### src/rtl/screen_sequencer_pkg.sv
// ---------------------------------------------------------------------------
// screen_sequencer_pkg
// Shared definitions for the Pinball VGA game-flow logic:
//   - screen_t : screen selector for the top-level pixel mux
//   - *_DEFAULT: default frame/lives constants for screen_sequencer
//   - cnt_width: counter width needed to hold 0..max_val (at least 1 bit)
// ---------------------------------------------------------------------------
package screen_sequencer_pkg;

  typedef enum logic [1:0] {
    SCREEN_START = 2'd0,
    SCREEN_GAME  = 2'd1,
    SCREEN_END   = 2'd2
  } screen_t;

  localparam int LIVES_DEFAULT           = 3;
  localparam int SERVE_FRAMES_DEFAULT    = 60;
  localparam int END_HOLD_FRAMES_DEFAULT = 120;
  localparam int BLINK_FRAMES_DEFAULT    = 30;

  function automatic int cnt_width(input int max_val);
    return (max_val < 1) ? 1 : $clog2(max_val + 1);
  endfunction

endpackage

### src/rtl/frame_timer.sv
// ---------------------------------------------------------------------------
// frame_timer
// Counts frame ticks from 0 up to MAX and saturates there.
// Ports:
//   clk, resetN : clock, asynchronous active-low reset
//   clr         : synchronous clear (wins over counting)
//   en          : counting enabled
//   tick        : one-cycle frame pulse (startOfFrame)
//   cnt         : current count, width cnt_width(MAX)
//   done        : cnt has reached MAX
// ---------------------------------------------------------------------------
module frame_timer
  import screen_sequencer_pkg::*;
#(
  parameter int MAX = 1,
  localparam int W  = cnt_width(MAX)
) (
  input  logic         clk,
  input  logic         resetN,
  input  logic         clr,
  input  logic         en,
  input  logic         tick,
  output logic [W-1:0] cnt,
  output logic         done
);

  localparam logic [W-1:0] MAX_C = W'(MAX);

  logic [W-1:0] cnt_q, cnt_d;

  always_comb begin
    cnt_d = cnt_q;
    if (clr) begin
      cnt_d = '0;
    end else if (en && tick && (cnt_q != MAX_C)) begin
      cnt_d = cnt_q + 1'b1;
    end
  end

  always_ff @(posedge clk or negedge resetN) begin
    if (!resetN) cnt_q <= '0;
    else         cnt_q <= cnt_d;
  end

  assign cnt  = cnt_q;
  assign done = (cnt_q == MAX_C);

endmodule

### src/rtl/screen_sequencer.sv
// ---------------------------------------------------------------------------
// screen_sequencer
// Game-flow controller: picks the displayed screen, tracks lives, gates the
// game objects and blinks the word overlay. All timing counts startOfFrame.
// Ports:
//   clk, resetN   : clock, asynchronous active-low reset
//   startOfFrame  : one-cycle pulse per VGA frame
//   key_start     : debounced start key (level)
//   ball_lost     : one-cycle pulse when the ball leaves the table
//   screen_sel    : screen_t value for the screen mux
//   game_active   : game objects may move (only while playing)
//   game_restart  : one-cycle pulse on entry to play
//   lives         : remaining balls
//   word_visible  : word overlay enable
// Build option: define SCREEN_SEQ_BLINK_EN to enable the overlay blink;
// otherwise word_visible is tied to 1.
// ---------------------------------------------------------------------------
module screen_sequencer
  import screen_sequencer_pkg::*;
#(
  parameter int LIVES           = LIVES_DEFAULT,
  parameter int SERVE_FRAMES    = SERVE_FRAMES_DEFAULT,
  parameter int END_HOLD_FRAMES = END_HOLD_FRAMES_DEFAULT,
  parameter int BLINK_FRAMES    = BLINK_FRAMES_DEFAULT
) (
  input  logic       clk,
  input  logic       resetN,
  input  logic       startOfFrame,
  input  logic       key_start,
  input  logic       ball_lost,
  output logic [1:0] screen_sel,
  output logic       game_active,
  output logic       game_restart,
  output logic [2:0] lives,
  output logic       word_visible
);

  typedef enum logic [1:0] {S_START, S_PLAY, S_SERVE, S_END} state_t;

  // One frame counter serves both the serve pause and the end-screen hold.
  localparam int FRAME_MAX = (SERVE_FRAMES - 1 > END_HOLD_FRAMES) ?
                             SERVE_FRAMES - 1 : END_HOLD_FRAMES;
  localparam int FW = cnt_width(FRAME_MAX);
  localparam logic [FW-1:0] SERVE_LAST = FW'(SERVE_FRAMES - 1);
  localparam logic [FW-1:0] END_HOLD   = FW'(END_HOLD_FRAMES);
  localparam logic [2:0]    LIVES_INIT = 3'(LIVES);

  state_t  state_q, state_d;
  logic    key_prev_q;
  logic    [2:0] lives_q, lives_d;
  screen_t screen_sel_q, screen_sel_d;
  logic    game_active_q, game_active_d;
  logic    game_restart_q, game_restart_d;

  logic          key_edge;
  logic          state_change;
  logic          frame_en;
  logic [FW-1:0] frame_cnt;
  logic          frame_done;
  logic          unused_frame_done;

  // key_prev resets to 1 so a key held through reset gives no edge.
  assign key_edge = key_start & ~key_prev_q;
  assign frame_en = (state_q == S_SERVE) || (state_q == S_END);
  assign unused_frame_done = frame_done;

  always_comb begin
    state_d = state_q;
    lives_d = lives_q;
    case (state_q)
      S_START: begin
        if (key_edge) begin
          state_d = S_PLAY;
          lives_d = LIVES_INIT;
        end
      end
      S_PLAY: begin
        // ball_lost has priority; key edges are not looked at here.
        if (ball_lost) begin
          if (lives_q == 3'd1) begin
            state_d = S_END;
            lives_d = '0;
          end else begin
            state_d = S_SERVE;
            lives_d = lives_q - 3'd1;
          end
        end
      end
      S_SERVE: begin
        if (startOfFrame && (frame_cnt == SERVE_LAST)) state_d = S_PLAY;
      end
      S_END: begin
        lives_d = '0;
        if (key_edge && (frame_cnt >= END_HOLD)) state_d = S_START;
      end
      default: state_d = S_START;
    endcase

    state_change   = (state_d != state_q);
    game_restart_d = state_change && (state_d == S_PLAY);
    game_active_d  = (state_d == S_PLAY);
    case (state_d)
      S_START: screen_sel_d = SCREEN_START;
      S_END:   screen_sel_d = SCREEN_END;
      default: screen_sel_d = SCREEN_GAME;
    endcase
  end

  always_ff @(posedge clk or negedge resetN) begin
    if (!resetN) begin
      state_q        <= S_START;
      key_prev_q     <= 1'b1;
      lives_q        <= '0;
      screen_sel_q   <= SCREEN_START;
      game_active_q  <= 1'b0;
      game_restart_q <= 1'b0;
    end else begin
      state_q        <= state_d;
      key_prev_q     <= key_start;
      lives_q        <= lives_d;
      screen_sel_q   <= screen_sel_d;
      game_active_q  <= game_active_d;
      game_restart_q <= game_restart_d;
    end
  end

  // Cleared in the transition cycle so each state starts counting from 0.
  frame_timer #(.MAX(FRAME_MAX)) u_frame_timer (
    .clk    (clk),
    .resetN (resetN),
    .clr    (state_change),
    .en     (frame_en),
    .tick   (startOfFrame),
    .cnt    (frame_cnt),
    .done   (frame_done)
  );

`ifdef SCREEN_SEQ_BLINK_EN
  localparam int BW = cnt_width(BLINK_FRAMES - 1);

  logic          word_visible_q, word_visible_d;
  logic          blink_en;
  logic          blink_wrap;
  logic [BW-1:0] blink_cnt;
  logic          blink_done;
  logic          unused_blink_cnt;

  assign blink_en         = (state_q == S_START) || (state_q == S_END);
  assign blink_wrap       = blink_en && startOfFrame && blink_done;
  assign unused_blink_cnt = ^blink_cnt;

  always_comb begin
    word_visible_d = word_visible_q;
    if (state_change)    word_visible_d = 1'b1;
    else if (blink_wrap) word_visible_d = ~word_visible_q;
  end

  always_ff @(posedge clk or negedge resetN) begin
    if (!resetN) word_visible_q <= 1'b1;
    else         word_visible_q <= word_visible_d;
  end

  // Wraps by clearing at BLINK_FRAMES-1 rather than running on to saturation.
  frame_timer #(.MAX(BLINK_FRAMES - 1)) u_blink_timer (
    .clk    (clk),
    .resetN (resetN),
    .clr    (state_change | blink_wrap),
    .en     (blink_en),
    .tick   (startOfFrame),
    .cnt    (blink_cnt),
    .done   (blink_done)
  );

  assign word_visible = word_visible_q;
`else
  assign word_visible = 1'b1;
`endif

  assign screen_sel   = screen_sel_q;
  assign game_active  = game_active_q;
  assign game_restart = game_restart_q;
  assign lives        = lives_q;

endmodule

### config.mk
export PLATFORM = sky130hd
export DESIGN_NAME = screen_sequencer
export DESIGN_NICKNAME = d
export VERILOG_FILES = /design/src/rtl/screen_sequencer_pkg.sv /design/src/rtl/frame_timer.sv /design/src/rtl/screen_sequencer.sv
export SDC_FILE = /design/constraint.sdc
export NUM_CORES = 1
export LEC_CHECK = 0
export ABC_AREA = 1
export BUFFER_PORTS_ARGS = -buffer_cell sky130_fd_sc_hd__buf_2
export CAP_MARGIN = 20
export CORE_MARGIN = 2
export CORE_UTILIZATION = 45
export DETAILED_ROUTE_END_ITERATION = 7
export RECOVER_POWER = 50
export SKIP_LAST_GASP = 1
export SYNTH_ARGS = -nofsm -noshare
export SYNTH_HDL_FRONTEND = slang
export SYNTH_SLANG_ARGS = --single-unit
### constraint.sdc
create_clock -name clk -period 2.1 [get_ports clk]
set_input_delay 0.315 -clock clk [delete_from_list [all_inputs] [get_ports clk]]
set_output_delay 0.315 -clock clk [all_outputs]
set_load 0.005 [all_outputs]
# Word-level counts from Yosys, hierarchy flattened
# Cells that the tools add are included.
[totals]
ff_bits = 17
latch_bits = 0
ramBits = 0
mem_bits_ro = 0
inputBits = 5
word_cells = 47
n_memories = 0
[classes]
addsub = 2
n_mul = 0
div_mod_pow = 0
n_lt_le_gt_ge = 1
eq_ne = 11
shifts = 0
muxes = 13
n_bitwise = 2
n_reduce_logical = 11
[ops]
columns = ["cell", "count"]
rows = [
  ["$mux 7", 2],
  ["$mux 3", 3],
  ["$pmux 3 s3", 1],
  ["$mux 2", 4],
  ["$pmux 2 s4", 1],
  ["$add 7x1->7 const B", 1],
  ["$eq 7x6->1 const B", 1],
  ["$ge 7x7->1 const B", 1],
  ["$ne 7x7->1 const B", 1],
  ["$eq 2x2->1 const B", 3],
  ["$logic_and 1x1->1", 5],
  ["$eq 2x1->1 const B", 2],
  ["$logic_not 2->1", 2],
  ["$ne 2x2->1 const B", 2],
  ["$pmux 2 s2", 1],
  ["$eq 3x1->1 const B", 1],
  ["$reduce_and 3->1", 1],
  ["$reduce_bool 3->1", 1],
  ["$sub 3x1->3 const B", 1],
  ["$ne 2x2->1", 1],
  ["$reduce_bool 2->1", 1],
  ["$and 1x1->1", 1],
  ["$logic_or 1x1->1", 1],
  ["$mux 1", 1],
  ["$not 1->1", 1],
]

# Longest topological paths before layout
# Gate-level depths: netlist of the first run.
[logic_depth]
word_depth = 7
depth_mapped = 10
ltp_nobuf = 10

# By module
# From an unflattened synthesis of the first run, not the netlist that was laid out.
[hier_totals]
hier_cells = 136
hier_area_um2 = 1034.7
[by_module_without_submodules]
columns = ["mod", "instances", "cells_per_inst", "area_per_inst_um2", "seq_area_each_um2"]
rows = [
  ["screen_sequencer", 1, 72, 578.1, 251.5],
  ["frame_timer", 1, 64, 456.7, 175.2],
]

# Worst setup path before layout of the first run
# OpenSTA, ideal clock, no wires.
[synth_timing]
kind = "register -> register"
from = "register key_prev_q"
to = "register game_restart_q (netlist: game_restart)"
setup_ns = 0.077
arrival_ns = 1.357
required_time_ns = 2.023
path_slack_ns = 0.665
stages_incl_launch_ff = 10
path_buffers = 0
synth_period_minus_slack_ns = 1.435
path_cell_list = "dfstp_2 inv_1 nand2_1 nor2_1 a21oi_1 nand2_2 o311ai_1 ha_1 inv_1 a21oi_1"
[synth_via]
elab_chain_cells = 7
[synth_rtl]
columns = ["item", "line_no", "rtl"]
rows = [
  ["from (decl)", "screen_sequencer.sv:49", "logic key_prev_q;"],
  ["from (signal assigned)", "screen_sequencer.sv:119", "key_prev_q <= key_start;"],
  ["$not 1->1 *", "screen_sequencer.sv:63", "assign key_edge = key_start & ~key_prev_q;"],
  ["$and 1x1->1 *", "screen_sequencer.sv:63", ""],
  ["$logic_and 1x1->1", "screen_sequencer.sv:94", "if (key_edge && (frame_cnt >= END_HOLD)) state_d = S_START;"],
  ["$mux 2", "screen_sequencer.sv:94", ""],
  ["$pmux 2 s4 *", "screen_sequencer.sv:70", "case (state_q)"],
  ["via state_d[0]", "screen_sequencer.sv:48", "state_t state_q, state_d;"],
  ["$eq 2x1->1 *", "-", ""],
  ["via game_active_d", "screen_sequencer.sv:52", "logic game_active_q, game_active_d;"],
  ["$logic_and 1x1->1 *", "screen_sequencer.sv:100", "game_restart_d = state_change && (state_d == S_PLAY);"],
  ["via game_restart_d", "screen_sequencer.sv:53", "logic game_restart_q, game_restart_d;"],
  ["to (signal assigned)", "screen_sequencer.sv:123", "game_restart_q <= game_restart_d;"],
  ["to (decl)", "screen_sequencer.sv:53", ""],
]
# The timed path passes the listed nets; every way through them passes the cells marked *.
# A chain may end at the register's enable or synchronous reset.

# Final worst setup path of the first run
[layout_timing]
from = "register u_frame_timer.cnt_q[0] (netlist: u_frame_timer.cnt[0])"
to = "register game_restart_q (netlist: game_restart)"
[layout_via]
elab_chain_cells = 6
[layout_rtl]
columns = ["item", "line_no", "rtl"]
rows = [
  ["from (decl)", "frame_timer.sv:29", "logic [W-1:0] cnt_q, cnt_d;"],
  ["from (signal assigned)", "frame_timer.sv:42", "else cnt_q <= cnt_d;"],
  ["$ge 7x7->1 / $eq 7x6->1 (equally long branches)", "screen_sequencer.sv:94, screen_sequencer.sv:90", ""],
  ["$logic_and 1x1->1, on equally long branches", "screen_sequencer.sv:94, screen_sequencer.sv:90", ""],
  ["$mux 2, on equally long branches", "screen_sequencer.sv:94, screen_sequencer.sv:90", ""],
  ["$pmux 2 s4 *", "screen_sequencer.sv:70", ""],
  ["via state_d[0]", "screen_sequencer.sv:48", ""],
  ["$eq 2x1->1 *", "-", ""],
  ["via game_active_d", "screen_sequencer.sv:52", ""],
  ["$logic_and 1x1->1 *", "screen_sequencer.sv:100", ""],
  ["via game_restart_d", "screen_sequencer.sv:53", ""],
]
# Marks and branches as above.

==> results of run 1 <==
## cells in the final DEF (no fill, tap or decap), drive strengths merged
master,instances
xor2,1
nand4,1
clkinvlp,1
nor3,2
nor2,16
o21ai,6
dfstp,1
o311ai,1
nand2,34
conb,1
ha,6
dlygate4sd3,1
a22oi,1
dfrtp,16
clkbuf,5
o21a,1
nand3,8
buf,9
inv,20
a31oi,2
a21oi,5
## layout make-up
class | count | area (µm²) | share of cell area (%)
sequential | 17 | 427 | 37.5
timing repair buffer | 12 | 62.6 | 5.50
clock inverter | 1 | 7.51 | 0.660
inverter | 20 | 75.1 | 6.60
tap | 28 | 35.0 | 3.08
clock buffer | 3 | 22.5 | 1.98
multi-input combinational | 85 | 508 | 44.7
## sequential cells by signal (all words and copies together), names as in the netlist
signal	flops
state_q	2
screen_sel	2
u_frame_timer.cnt	7
game_active	1
key_prev_q	1
game_restart	1
lives	3
## report_power, final
part	switching (mW)	internal [mW]	total (mW)
clock	0.110	0.0726	0.183
sequential	0.0775	0.417	0.494
combinational	0.299	0.188	0.488
## synthesized netlist by cell type, types with 2 or more instances
| cell | number |
|---|---|
| o21ai_1 | 3 |
| inv_2 | 4 |
| nand3_1 | 6 |
| a21oi_1 | 3 |
| a31oi_1 | 2 |
| nand2_4 | 2 |
| nor3_1 | 2 |
| o21ai_0 | 2 |
| ha_1 | 6 |
| inv_1 | 16 |
| dfrtp_1 | 16 |
| nand2_2 | 3 |
| nand2_1 | 29 |
| nor2_1 | 6 |
| nor2_2 | 10 |
## what timing repair did
item                       in CTS  in global routing
setup endpoints to repair       0                  0
hold endpoints to repair       16                  0
hold buffers                    1                  0
## worst max-delay path, cell delays in order, from the launching register on
cell,delay [ps]
dfrtp_1,390
ha_1,210
nand2_1,60
nor2_1,120
nand2_1,70
nand2_1,70
nand2_2,80
o311ai_1,130
ha_1,260
inv_1,50
a21oi_1,130
## per-layer routing
| metal | GRT usage [%] | vias up | wire length [µm] |
|---|---|---|---|
| li1 | - | 418 | - |
| met1 | 21.6 | 370 | 898 |
| met2 | 25.2 | 20 | 847 |
| met3 | 6.61 | 2 | 109 |
| met4 | 4.82 | 0 | 14 |
| met5 | 0 | - | 0 |
## per-stage QoR
stage	setup WS (ps)	utilization, %
floorplan	666	-
detailed placement	491	50.2
global placement	486	50.2
CTS	472	52.0
global route	306	51.9
finish	460	51.9
## cells by family (layout without fill, tap and decap cells)
family	count (synthesis)	count (layout)	synth area share, %
flops	17	17	41.5
buf+inv	22	36	9.12
simple gates	61	61	30.0
other cells	1	1	0.365
fa+ha+maj	6	6	7.30
xor+xnor	1	1	0.852
compound gates	16	16	10.8
## worst min-delay path by stage
stage	start	end	slack (ps)	cells past startpoint
6_report	key_start	key_prev_q	100	1
5_1_grt	key_start	key_prev_q	70	1
2_1_floorplan	resetN	game_active	20	0
3_3_place_gp	resetN	lives[1]	260	1
3_5_place_dp	resetN	lives[1]	260	1
4_1_cts	key_start	key_prev_q	90	1
==> flow_metrics.env, run 1 <==
export IMPL_dr_pass1_iters=5
export IMPL_ctsRootBufferMaster="clkbuf_4"
export IMPL_p_leak_nw=0.559
export IMPL_synthTopCellsByArea="dfrtp_1 (39%), nand2_1 (11%), ha_1 (7.3%), nor2_2 (6.1%), inv_1 (5.8%)"
export IMPL_period_share_pct=78.1
export IMPL_r2r_end="game_restart"
export IMPL_placementRows=17
export IMPL_rsz0062_at_grt="false"
export IMPL_die_w_um=51.8
export IMPL_place_area_um2=1100
export IMPL_path_class="register to register"
export IMPL_fin_nets=150
export IMPL_initial_core_util_pct=46.9
export IMPL_hold_slack_ps=97.3
export IMPL_place_hpwl_um=1450
export IMPL_fin_cells=166
export IMPL_synth_cell_type_count=29
export IMPL_fmax_mhz=610
export IMPL_cts_buffers=3
export IMPL_clk_latency_ps=300
export IMPL_crit_fanout=3
export IMPL_path_clk_slew_ps=100
export IMPL_drt_iter0_drc=8
export IMPL_clock_sinks=17
export IMPL_fin_tns_setup_ps=0
export IMPL_vias=810
export IMPL_numPortBuffers=11
export IMPL_async_reset_ff_share_pct=100
export IMPL_grt_max_degree=18
export IMPL_relSlewSlack_pct=39.9
export IMPL_fin_skew_ps=4.02
export IMPL_grt_pass1_vias=743
export IMPL_maxCapViolCount=0
export IMPL_vdd_drop_max_v=0.000559
export IMPL_yosysWarnings=0
export IMPL_placed_cells=161
export IMPL_clk_path_buf_depth=2
export IMPL_n_antenna_cell=0
export IMPL_crit_required_ps=2330
export IMPL_setup_viol=0
export IMPL_finalPower_mw=1.16
export IMPL_synth_top_area_cell="dfrtp_1"
export IMPL_wl_per_cell_um=11.3
export IMPL_drive_gt1_share_pct=28.3
export IMPL_hold_viol=0
export IMPL_antenna_found_initial=0
export IMPL_final_area_um2=1140
export IMPL_grt_pass1_wl_um=3170
export IMPL_startpoint_type="register"
export IMPL_die_y_um=51.8
export IMPL_slew_violations=0
export IMPL_fill_cells=211
export IMPL_overflow=0
export IMPL_synth_seq_cells=17
export IMPL_via_per_inst=4.88
export IMPL_hold_path_class="primary input to register"
export IMPL_rrSetupSlack_ps=460
export IMPL_ant_nets=0
export IMPL_cp_endpoint="game_restart"
export IMPL_syn_avg_cell_area_um2=8.29
export IMPL_area_growth_pct=10.6
export IMPL_gp_congestion=0.830
export IMPL_cp_startpoint="u_frame_timer.cnt[0]"
export IMPL_worstMarginPinSlew_ps=902
export IMPL_finalWirelength_um=1870
export IMPL_coreArea_um2=2190
export IMPL_r2r_cells=10
export IMPL_status="complete, no violations"
export IMPL_cts_resized_gates=0
export IMPL_syn_inst=124
export IMPL_cts_htree_levels=1
export IMPL_drc=0
export IMPL_synth_top_area_share_pct=38.9
export IMPL_cts_setup_buffers=0
export IMPL_post_route_min_period_ps=1640
export IMPL_pwr_density_cell_nw_per_um2=1020
export IMPL_synth_edf_count=0
export IMPL_synthFlopType="dfrtp_1"
export IMPL_seq_area_frac_synth_pct=41.5
export IMPL_crit_arrival_ps=1870
export IMPL_io_pin_count=13
export IMPL_synth_fp_nets=135
export IMPL_cts_tree="yes"
export IMPL_r2r_start="u_frame_timer.cnt[0]"
export IMPL_fp_dieArea_um2=2680
export IMPL_end_kind="register"
export IMPL_syn_area_um2=1030
export IMPL_grt_use_total_pct=16.5
No activity file was read; power rests on OpenSTA's default activity.
==> run 2, diff against run 1 <==
- PLACE_DENSITY: unset -> 0.67
- clock period: 2.1 -> 1.3 ns (I/O delays scaled with it)
==> run 2 against run 1 <==
Compared with the run above: the flow now finishes with violations (negative hold slack, negative setup slack); global-route usage rose by 5.4 points; clock-buffer cell count rose by 1; register-to-register slack got worse by 730 ps; largest power group is now combinational logic; non-clock buffer count rose by 31; via count rose by 23%; worst hold slack got worse by 110 ps; sequential power rose by 61%; critical path type unchanged.
==> flow_metrics.env, run 2 (same netlist as run 1, synthesis figures left out) <==
export IMPL_status="finished, violations left"
export IMPL_violations="negative hold slack, negative setup slack"
export IMPL_area_growth_pct=54.1
export IMPL_path_clk_slew_ps=100
export IMPL_crit_slowest_cell="dfrtp_1"
export IMPL_place_hpwl_um=1670
export IMPL_hold_slack_ps=-16.3
export IMPL_via_per_inst=5.02
export IMPL_vdd_drop_max_v=0.00138
export IMPL_fp_dieArea_um2=2680
export IMPL_finalWirelength_um=2770
export IMPL_fmax_mhz=637
export IMPL_largest_reg_flops=7
export IMPL_hold_viol=1
export IMPL_overflow=0
export IMPL_crit_fanout=2
export IMPL_drt_iter0_drc=17
export IMPL_end_kind="register"
export IMPL_dp_slack_ps=-230
export IMPL_fin_nets=182
export IMPL_fill_cells=157
export IMPL_numPortBuffers=11
export IMPL_hold_path_class="primary input to register"
export IMPL_clk_latency_ps=300
export IMPL_rsz0062_at_grt="true"
export IMPL_final_util_pct=72.4
export IMPL_crit_arrival_ps=1770
export IMPL_drive_gt1_share_pct=55.9
export IMPL_setup_viol=12
export IMPL_slowest_delay_ps=430
export IMPL_p_leak_nw=0.748
export IMPL_grt_pass1_wl_um=4260
export IMPL_grt_max_degree=18
export IMPL_path_class="register to register"
export IMPL_wl_per_cell_um=14.0
export IMPL_maxCapViolCount=0
export IMPL_ctsRootBufferMaster="clkbuf_4"
export IMPL_grt_pass1_vias=979
export IMPL_io_pin_count=13
export IMPL_initial_core_util_pct=46.9
export IMPL_placed_cells=189
export IMPL_clk_path_buf_depth=2
export IMPL_mostFrequentLayoutCell="buf_4"
export IMPL_clock_sinks=17
export IMPL_drc=0
export IMPL_grt_use_total_pct=21.9
export IMPL_die_w_um=51.8
export IMPL_gp_congestion=0.860
export IMPL_cts_buffers=3
export IMPL_cts_tree="yes"
export IMPL_place_area_um2=1320
export IMPL_fin_cells=198
export IMPL_cp_cell_sequence="ha_4, nand2_4, nor2_4, nand3_4, a31oi_4, inv_2, ha_1"
export IMPL_setup_ws_ps=-270
export IMPL_placementRows=17
export IMPL_period_share_pct=121
export IMPL_post_route_min_period_ps=1570
export IMPL_pwr_density_cell_nw_per_um2=1620
export IMPL_coreArea_um2=2190
export IMPL_vias=993
export IMPL_ant_nets=0
export IMPL_slew_violations=0
export IMPL_cts_htree_levels=1
export IMPL_antenna_found_initial=0
export IMPL_startpoint_type="register"
export IMPL_dr_pass1_iters=4
export IMPL_crit_required_ps=1500
export IMPL_final_area_um2=1590
export IMPL_die_y_um=51.8
export IMPL_n_antenna_cell=0
export IMPL_fin_skew_ps=3.88
export IMPL_layout_common_cells="buf_4 (28), nand2_1 (22), dfrtp_1 (15)"
-- run 2: changes by cell type in the layout (fill, tap and decap cells not counted), moves of 4 or more --
cell     change
nor2_2       -7
buf_4       +28
nand2_1      -7
nand2_2      +5
inv_1        -4
nor2_4       +8
-- run 2: power by group --
group          total [mW]  switching (mW)  internal, mW
clock               0.299           0.180         0.120
combinational        1.47           0.768         0.706
sequential          0.793           0.118         0.676
total                2.57            1.07          1.50
-- run 2: area by class of cell --
class | instances | area [µm²] | area share (%)
multi-input combinational | 86 | 711 | 44.8
sequential | 17 | 428 | 27.0
timing repair buffer | 43 | 308 | 19.4
inverter | 20 | 77.6 | 4.89
tap | 28 | 35.0 | 2.21
clock buffer | 4 | 26.3 | 1.66
-- run 2: worst max-delay path, delay by kind of cell, from the launching register on --
family | cells | cell delay, ps
buffers and inverters | 1 | 60
flip-flops | 1 | 430
AO/OA/AOI/OAI | 1 | 230
AND/OR/NAND/NOR | 3 | 300
adder cells (fa/ha/maj) | 2 | 460
-- run 2: metrics by stage --
step                setup TNS [ps]  hold slack, ps  total power [mW]
floorplan                     -299            -101              1.40
global placement             -1450             138              1.87
global route                 -3380            5.28              2.73
CTS                          -1390            3.05              2.38
detailed placement           -1770             143              1.89
finish                       -2300           -16.3              2.57
-- run 2: final timing paths --
check / endpoint / start / slack, ps / cells after the start
max: screen_sel[0] / u_frame_timer.cnt[0] / -270 / 7
min: key_prev_q / key_start / -20 / 1
max reg2reg: screen_sel[0] / u_frame_timer.cnt[0] / -270 / 7
min reg2reg: lives[2] / lives[2] / 570 / 2
max in group asynchronous: key_prev_q / resetN / 620 / 2
min in group asynchronous: lives[0] / resetN / 350 / 2
-- run 2: metal layers --
layer  global-route usage [%]  up-vias  share of wire (%)
met2                     36.5       30                 53
met4                     11.4        0                2.1
met3                     3.45        9                3.6
met5                        0        -                  0
li1                         -      480                  -
met1                     27.3      474                 41
-- run 2: timing repair --
action | CTS | global route
cloned | 1 | 0
pin swaps | 4 | 16
endpoints found under the setup margin | 12 | 15
hold buffers | 1 | 0
hold endpoints to repair | 16 | 0
resized for setup | 21 | 23
setup buffers | 1 | 2
